**src/rtl/alu_result_stage.sv**
```systemverilog
// Result stage behind the add/sub unit: derives NZCV, buffers two results, and commits
// flags on dequeue. Define ALU_RESULT_STAGE_OVCNT_EN to add the saturating ov_count output.
module alu_result_stage #(
    parameter int WIDTH = 32,
    parameter int DEPTH = 2
) (
    input  logic             clk,
    input  logic             rst,
    input  logic             in_valid,
    output logic             in_ready,
    input  logic [WIDTH-1:0] in_s,
    input  logic             in_c_out,
    input  logic             in_O,
    input  logic [3:0]       in_f,
    input  logic             in_flag_we,
    output logic             out_valid,
    input  logic             out_ready,
    output logic [WIDTH-1:0] out_s,
    output logic [3:0]       out_nzcv,
    output logic [3:0]       nzcv,
    output logic             sticky_v,
    input  logic             clr_sticky
`ifdef ALU_RESULT_STAGE_OVCNT_EN
    ,
    output logic [15:0]      ov_count
`endif
);

    typedef struct packed {
        logic [WIDTH-1:0] s;
        logic [3:0]       nzcv;
        logic             we;
        logic [1:0]       fcls;
    } entry_t;

    localparam logic [1:0] CNT_FULL = 2'(DEPTH);

    entry_t     head_q, head_d;
    entry_t     tail_q, tail_d;
    entry_t     new_ent;
    logic [1:0] cnt_q, cnt_d;
    logic       in_ready_q;
    logic [3:0] nzcv_q, nzcv_d;
    logic       sticky_q, sticky_d;
    logic       enq, deq;
    logic       commit, arith, v_set;
    logic       unused_f;

    assign unused_f = ^in_f[1:0];

    assign in_ready  = in_ready_q;
    assign out_valid = (cnt_q != 2'd0);
    assign out_s     = head_q.s;
    assign out_nzcv  = head_q.nzcv;
    assign nzcv      = nzcv_q;
    assign sticky_v  = sticky_q;

    assign enq = in_valid & in_ready_q;
    assign deq = out_valid & out_ready;

    always_comb begin
        new_ent.s    = in_s;
        new_ent.nzcv = {in_s[WIDTH-1], (in_s == '0), in_c_out, in_O};
        new_ent.we   = in_flag_we;
        new_ent.fcls = in_f[3:2];
    end

    // Head register doubles as the output register, so it keeps its last value when empty.
    always_comb begin
        head_d = head_q;
        tail_d = tail_q;
        cnt_d  = cnt_q;
        case (cnt_q)
            2'd0: begin
                if (enq) begin
                    head_d = new_ent;
                    cnt_d  = 2'd1;
                end
            end
            2'd1: begin
                case ({enq, deq})
                    2'b10: begin
                        tail_d = new_ent;
                        cnt_d  = 2'd2;
                    end
                    2'b01: cnt_d = 2'd0;
                    2'b11: head_d = new_ent;
                    default: ;
                endcase
            end
            default: begin
                if (deq) begin
                    head_d = tail_q;
                    cnt_d  = 2'd1;
                end
            end
        endcase
    end

    assign commit = deq & head_q.we;
    assign arith  = (head_q.fcls == 2'b00);
    assign v_set  = commit & arith & head_q.nzcv[0];

    always_comb begin
        nzcv_d = nzcv_q;
        if (commit) begin
            nzcv_d[3:2] = head_q.nzcv[3:2];
            if (arith) begin
                nzcv_d[1:0] = head_q.nzcv[1:0];
            end
        end
    end

    always_comb begin
        sticky_d = sticky_q;
        if (v_set) begin
            sticky_d = 1'b1;
        end else if (clr_sticky) begin
            sticky_d = 1'b0;
        end
    end

    always_ff @(posedge clk) begin
        if (rst) begin
            head_q     <= '0;
            tail_q     <= '0;
            cnt_q      <= 2'd0;
            in_ready_q <= 1'b1;
            nzcv_q     <= 4'd0;
            sticky_q   <= 1'b0;
        end else begin
            head_q     <= head_d;
            tail_q     <= tail_d;
            cnt_q      <= cnt_d;
            in_ready_q <= (cnt_d != CNT_FULL);
            nzcv_q     <= nzcv_d;
            sticky_q   <= sticky_d;
        end
    end

`ifdef ALU_RESULT_STAGE_OVCNT_EN
    logic [15:0] ov_cnt_q, ov_cnt_d;

    // A clear coinciding with an increment leaves exactly that one new event counted.
    always_comb begin
        ov_cnt_d = ov_cnt_q;
        if (v_set) begin
            if (clr_sticky) begin
                ov_cnt_d = 16'd1;
            end else if (ov_cnt_q != 16'hFFFF) begin
                ov_cnt_d = ov_cnt_q + 16'd1;
            end
        end else if (clr_sticky) begin
            ov_cnt_d = 16'd0;
        end
    end

    always_ff @(posedge clk) begin
        if (rst) begin
            ov_cnt_q <= 16'd0;
        end else begin
            ov_cnt_q <= ov_cnt_d;
        end
    end

    assign ov_count = ov_cnt_q;
`endif

endmodule

```
**config.mk**
```make
export PLATFORM = sky130hd
export DESIGN_NAME = alu_result_stage
export DESIGN_NICKNAME = d
export VERILOG_FILES = /design/src/rtl/alu_result_stage.sv
export SDC_FILE = /design/constraint.sdc
export NUM_CORES = 1
export LEC_CHECK = 0
export CAP_MARGIN = 25
export CORE_ASPECT_RATIO = 0.8
export CORE_MARGIN = 4
export CORE_UTILIZATION = 40
export DETAILED_ROUTE_END_ITERATION = 8
export PLACE_DENSITY = 0.69
export SLEW_MARGIN = 20
export SYNTH_ARGS = -nofsm -noshare
export SYNTH_HDL_FRONTEND = slang
export SYNTH_SLANG_ARGS = --single-unit
```
**constraint.sdc**
```tcl
create_clock -name clk -period 2.8 [get_ports clk]
set_input_delay 0.28 -clock clk [delete_from_list [all_inputs] [get_ports clk]]
set_output_delay 0.28 -clock clk [all_outputs]
set_load 0.005 [all_outputs]
```
Word level (Yosys, flattened, before mapping)
Index checks and enable logic that the tools add are counted.
- logic and storage cells: 44
- flip-flop bits (word level): 86
- input bits: 44
- muxes and demuxes: 10
- eq/ne operators: 7
- reductions and logical operators: 9
- bitwise operators: 5
- operator list (kind ; count):
    $mux 39 ; 3
    $pmux 39 s2 ; 1
    $logic_not 32->1 ; 1
    $pmux 2 s2 ; 2
    $and 1x1->1 ; 5
    $eq 2x1->1 const B ; 2
    $eq 2x2->1 const B ; 2
    $logic_not 2->1 ; 2
    $mux 2 ; 2
    $ne 2x2->1 const B ; 2
    $reduce_and 2->1 ; 2
    $reduce_bool 2->1 ; 2
    $reduce_and 3->1 ; 1
    $reduce_bool 3->1 ; 1
    $mux 1 ; 2
    $ne 2x1->1 const B ; 1

Longest topological paths before layout
- depth in word-level cells: 6
- depth in mapped cells: 11

Least setup slack after synthesis
Ideal clock, no wire load.
- kind: flip-flop to flip-flop
- start point: register cnt_q[1]
- end point: register head_q[2] (netlist bit)
- path slack: 0.800 ns
- arrival: 1.854 ns
- stages on the path, launching flop included: 12
- cells stage by stage: dfxtp_1 -> buf_2 -> or2_2 -> nand2_1 -> inv_1 -> ha_1 -> a21o_1 -> o21a_2 -> buf_6 -> buf_6 -> nor2_1 -> a211oi_2
- longest elaborated chain between the ends: 5
- elaborated cells between the ends (all ways): 10
- ends and longest elaborated chain (element ; line ; text):
    from (decl) ; 41 ; logic [1:0] cnt_q, cnt_d;
    from (signal assigned) ; 134 ; cnt_q <= cnt_d;
    $reduce_bool 2->1 (*) ; 52 ; assign out_valid = (cnt_q != 2'd0);
    via out_valid ; 16 ; output logic out_valid,
    $and 1x1->1 (*) ; 59 ; assign deq = out_valid & out_ready;
    $eq 2x2->1 ; 81 ; case ({enq, deq})
    $ne 2x1->1 (no line) ; - ;
    $reduce_and 3->1 (no line) (*) ; - ;
    to (signal assigned) ; 125 ; head_q <= '0;
    to (signal assigned) ; 132 ; head_q <= head_d;
    to (decl) ; 38 ; entry_t head_q, head_d;
Mark *: on every way through the listed nets, which the timed path passes. The rest lies on a longest branch.
A chain may end at the register's enable or synchronous reset.

Final worst setup path
- start point: register cnt_q[0]
- end point: register head_q, in the netlist out_s[2]
- longest elaborated chain between the ends: 5
- elaborated cells between the ends (all ways): 10
- ends and longest elaborated chain (element ; line):
    $reduce_bool 2->1 ; 52
    $and 1x1->1 ; 59
    $eq 2x2->1 ; 81
    $ne 2x1->1 (no line) ; -
    $reduce_and 3->1 (no line) ; -
Parallel ways exist; a longest one is shown, timed or not.

==> results.yml <==
status:
  status: "finished, final reports clean"
finish:
  fillCellCount: 862
  nets: 509
  seq_area_mm2: 0.00168
  mostFrequentLayoutCells: "dfxtp_1 (83), clkdlybuf4s50_1 (83), nand2_1 (81)"
  multi_input_area_mm2: 0.00175
  drive_above_1_share: 0.135
  area_delta_synth_final_pct: 23.5
  antenna_cells: 0
worst_setup_path:
  worstSetupEndpointType: "register"
  critPathKind: "register to register"
  crit_arrival_ps: 2330
  rr_worst_depth: 9
  startpoint_type: "register"
  crit_fanout: 41
  slowest_delay_ps: 380
  worstPathCellList: "or2_2, nand2_1, inv_1, ha_1, a21o_1, o21a_4, buf_12, nor2_1, a211oi_2"
  cpMaxStageDelayCell: "dfxtp_1"
  required_ps: 2990
placement:
  dpl.hpwl_um: 5790
  portBuffers: 84
  gp_congestion: 0.789
  post-place-ws_ps: 512
sta:
  rsz0062_at_grt: "false"
  hold_slack_ps: 454
  fin_setup_tns_ps: 0
  finalCritPeriodShare: 0.764
  worst_pin_slew_ps: 872
  setup_violations: 0
  clock_skew_ps: 8.09
  slew_headroom: 0.419
  fmax_ghz: 0.468
  layout_min_cycle_time_ps: 2140
  finalHoldViolCount: 0
  drv_slew: 0
  setup_ws_ps: 661
power_and_ir_drop:
  swShare: 0.262
  p_leak_nw: 1.62
  total_power_mw: 3.06
  p_seq_frac: 0.436
  ir_drop_uv: 464
  power.share.combinational: 0.175
  p_per_area_mw_per_mm2: 638
  p_int_mw: 2.26
  clockPowerShare: 0.388
  switchingPower_mw: 0.801
clock_network:
  postCtsResizedCells: 0
  clock_path_buffers: 2
  hold_buffers: 0
  clk_pin_slew_worst_paths_ps: 60
  cts_setup_buffers: 0
  cts_tree: "built"
  numCtsBuffers: 9
  root_buffer: "clkbuf_16"
  clkLatencyLatePin_ps: 340
  cts_sinks: 84
  htreeDepth: 3
routing:
  drc: 0
  ant_nets: 0
  via_per_inst: 5.11
  drt_iter0_markers: 153
  num_vias: 2979
  drt-pass1-iter-count: 4
  finalWirelength_um: 8480
  wl_per_cell_um: 14.6
die:
  rows: 31
  die_h_um: 96.1
  start_util: 0.419
  coreArea_mm2: 0.00927
  ios: 87
  die_x_um: 118
  die_area_mm2: 0.0113
job:
  cap_violations: 0
min_path:
  hold_path.class: "register to register"
  holdPathStages: 2
logic_synthesis:
  synth_mux_area_frac: 0.101
  ys.flop_type: "dfxtp_1"
  post_synth_num_cell_types: 32
  synth_seq_cells: 84
  synth_compound_area_frac: 0.186
  synth_fa_ha_area_frac: 0.00645
  synth_top_cell_area_share: 0.433
  yosys-top-cells-area: "dfxtp_1 (43%), a211oi_2 (11%), mux2i_1 (10%)"
  synth-simple-area-share: 0.156
  async_reset_ff_frac: 0
  synthCells: 426
  synth.cell_area_mm2: 0.00388
  synth_warnings: 0
  yosysTopAreaCell: "dfxtp_1"
  synth_area_per_cell_um2: 9.11
  synth_edf_count: 0
  synth_top_family_by_area: "compound AO/OA/AOI/OAI gates"
  yosysSeqAreaShare: 0.433
  synth_nets: 472
  synth_xor_area_frac: 0
global_routing:
  grt_antenna_before_repair: 0
  grt_pass1_wl_um: 14000
  grtUsageMet2: 0.257
  grt_overflow: 0
  track_usage: 0.155
  grt_busiest_layer: "met2"
  grt_max_degree: 72
  use_met1: 0.191
  grt_util_met3: 0.0505
  grt_pass1_vias: 2842
## registers in the layout, summed over array words and instances (netlist names)
signal    count
cnt_q         2
out_nzcv      3
tail_q       38
nzcv          4
in_ready      1
sticky_v      1
out_s        32
head_q        3
## power by group through the flow
stage,logic (mW),registers (mW),clock network [mW]
floorplan,0.394,1.35,0
global placement,0.529,1.36,0
detailed placement,0.541,1.36,0
CTS,0.544,1.34,1.23
global route,0.590,1.35,1.27
finish,0.536,1.33,1.19
## routing by layer
metal | wire length [um] | up-vias
li1 | - | 1493
met1 | 3980 | 1409
met2 | 3990 | 67
met3 | 385 | 10
met4 | 125 | 0
met5 | 0 | -
## layout make-up
type	instances	area share
Clock buffer	9	0.0470
Clock inverter	7	0.0157
Inverter	1	0.000783
Multi-Input combinational cell	275	0.365
Sequential cell	84	0.351
Tap cell	115	0.0300
Timing Repair Buffer	92	0.190
## Yosys cell counts, types with 2 or more instances
master and number:
a211oi_1 5, a211oi_2 33, a21o_1 2, a21oi_1 41, buf_2 6, buf_4 36
buf_6 8, clkbuf_1 16, dfxtp_1 84, ha_1 2, mux2i_1 39, nand2_1 81
nand3b_1 2, nand4_1 2, nor2_1 43, nor4_1 8, or2_2 2, or3_1 2
## cells by family after synthesis
| family | count (synthesis) |
|---|---|
| compound gates | 88 |
| buf+inv | 67 |
| simple gates | 146 |
| flops | 84 |
| fa+ha+maj | 2 |
| mux | 39 |
## worst max-delay path: cells and delay by family (launching register included)
family	cells	cell delay [ps]
simple gates	3	560
compound gates	3	560
flops	1	380
buf+inv	2	270
fa+ha+maj	1	200
## final timing paths
check	startpoint	to	slack (ps)
max	cnt_q[0]	out_s[2]	660
min	tail_q[29]	tail_q[29]	450
max reg2reg	cnt_q[0]	out_s[2]	660
min reg2reg	tail_q[29]	tail_q[29]	450
## metrics by stage
step | cell area, um2 | instances | utilization
6_report | 4790 | 583 | 0.517
5_1_grt | 4790 | 583 | 0.517
4_1_cts | 4790 | 583 | 0.517
3_5_place_dp | 4490 | 567 | 0.485
3_3_place_gp | 4490 | 567 | 0.485
2_1_floorplan | 3880 | 426 | -
(Power assumes the default switching activity.)
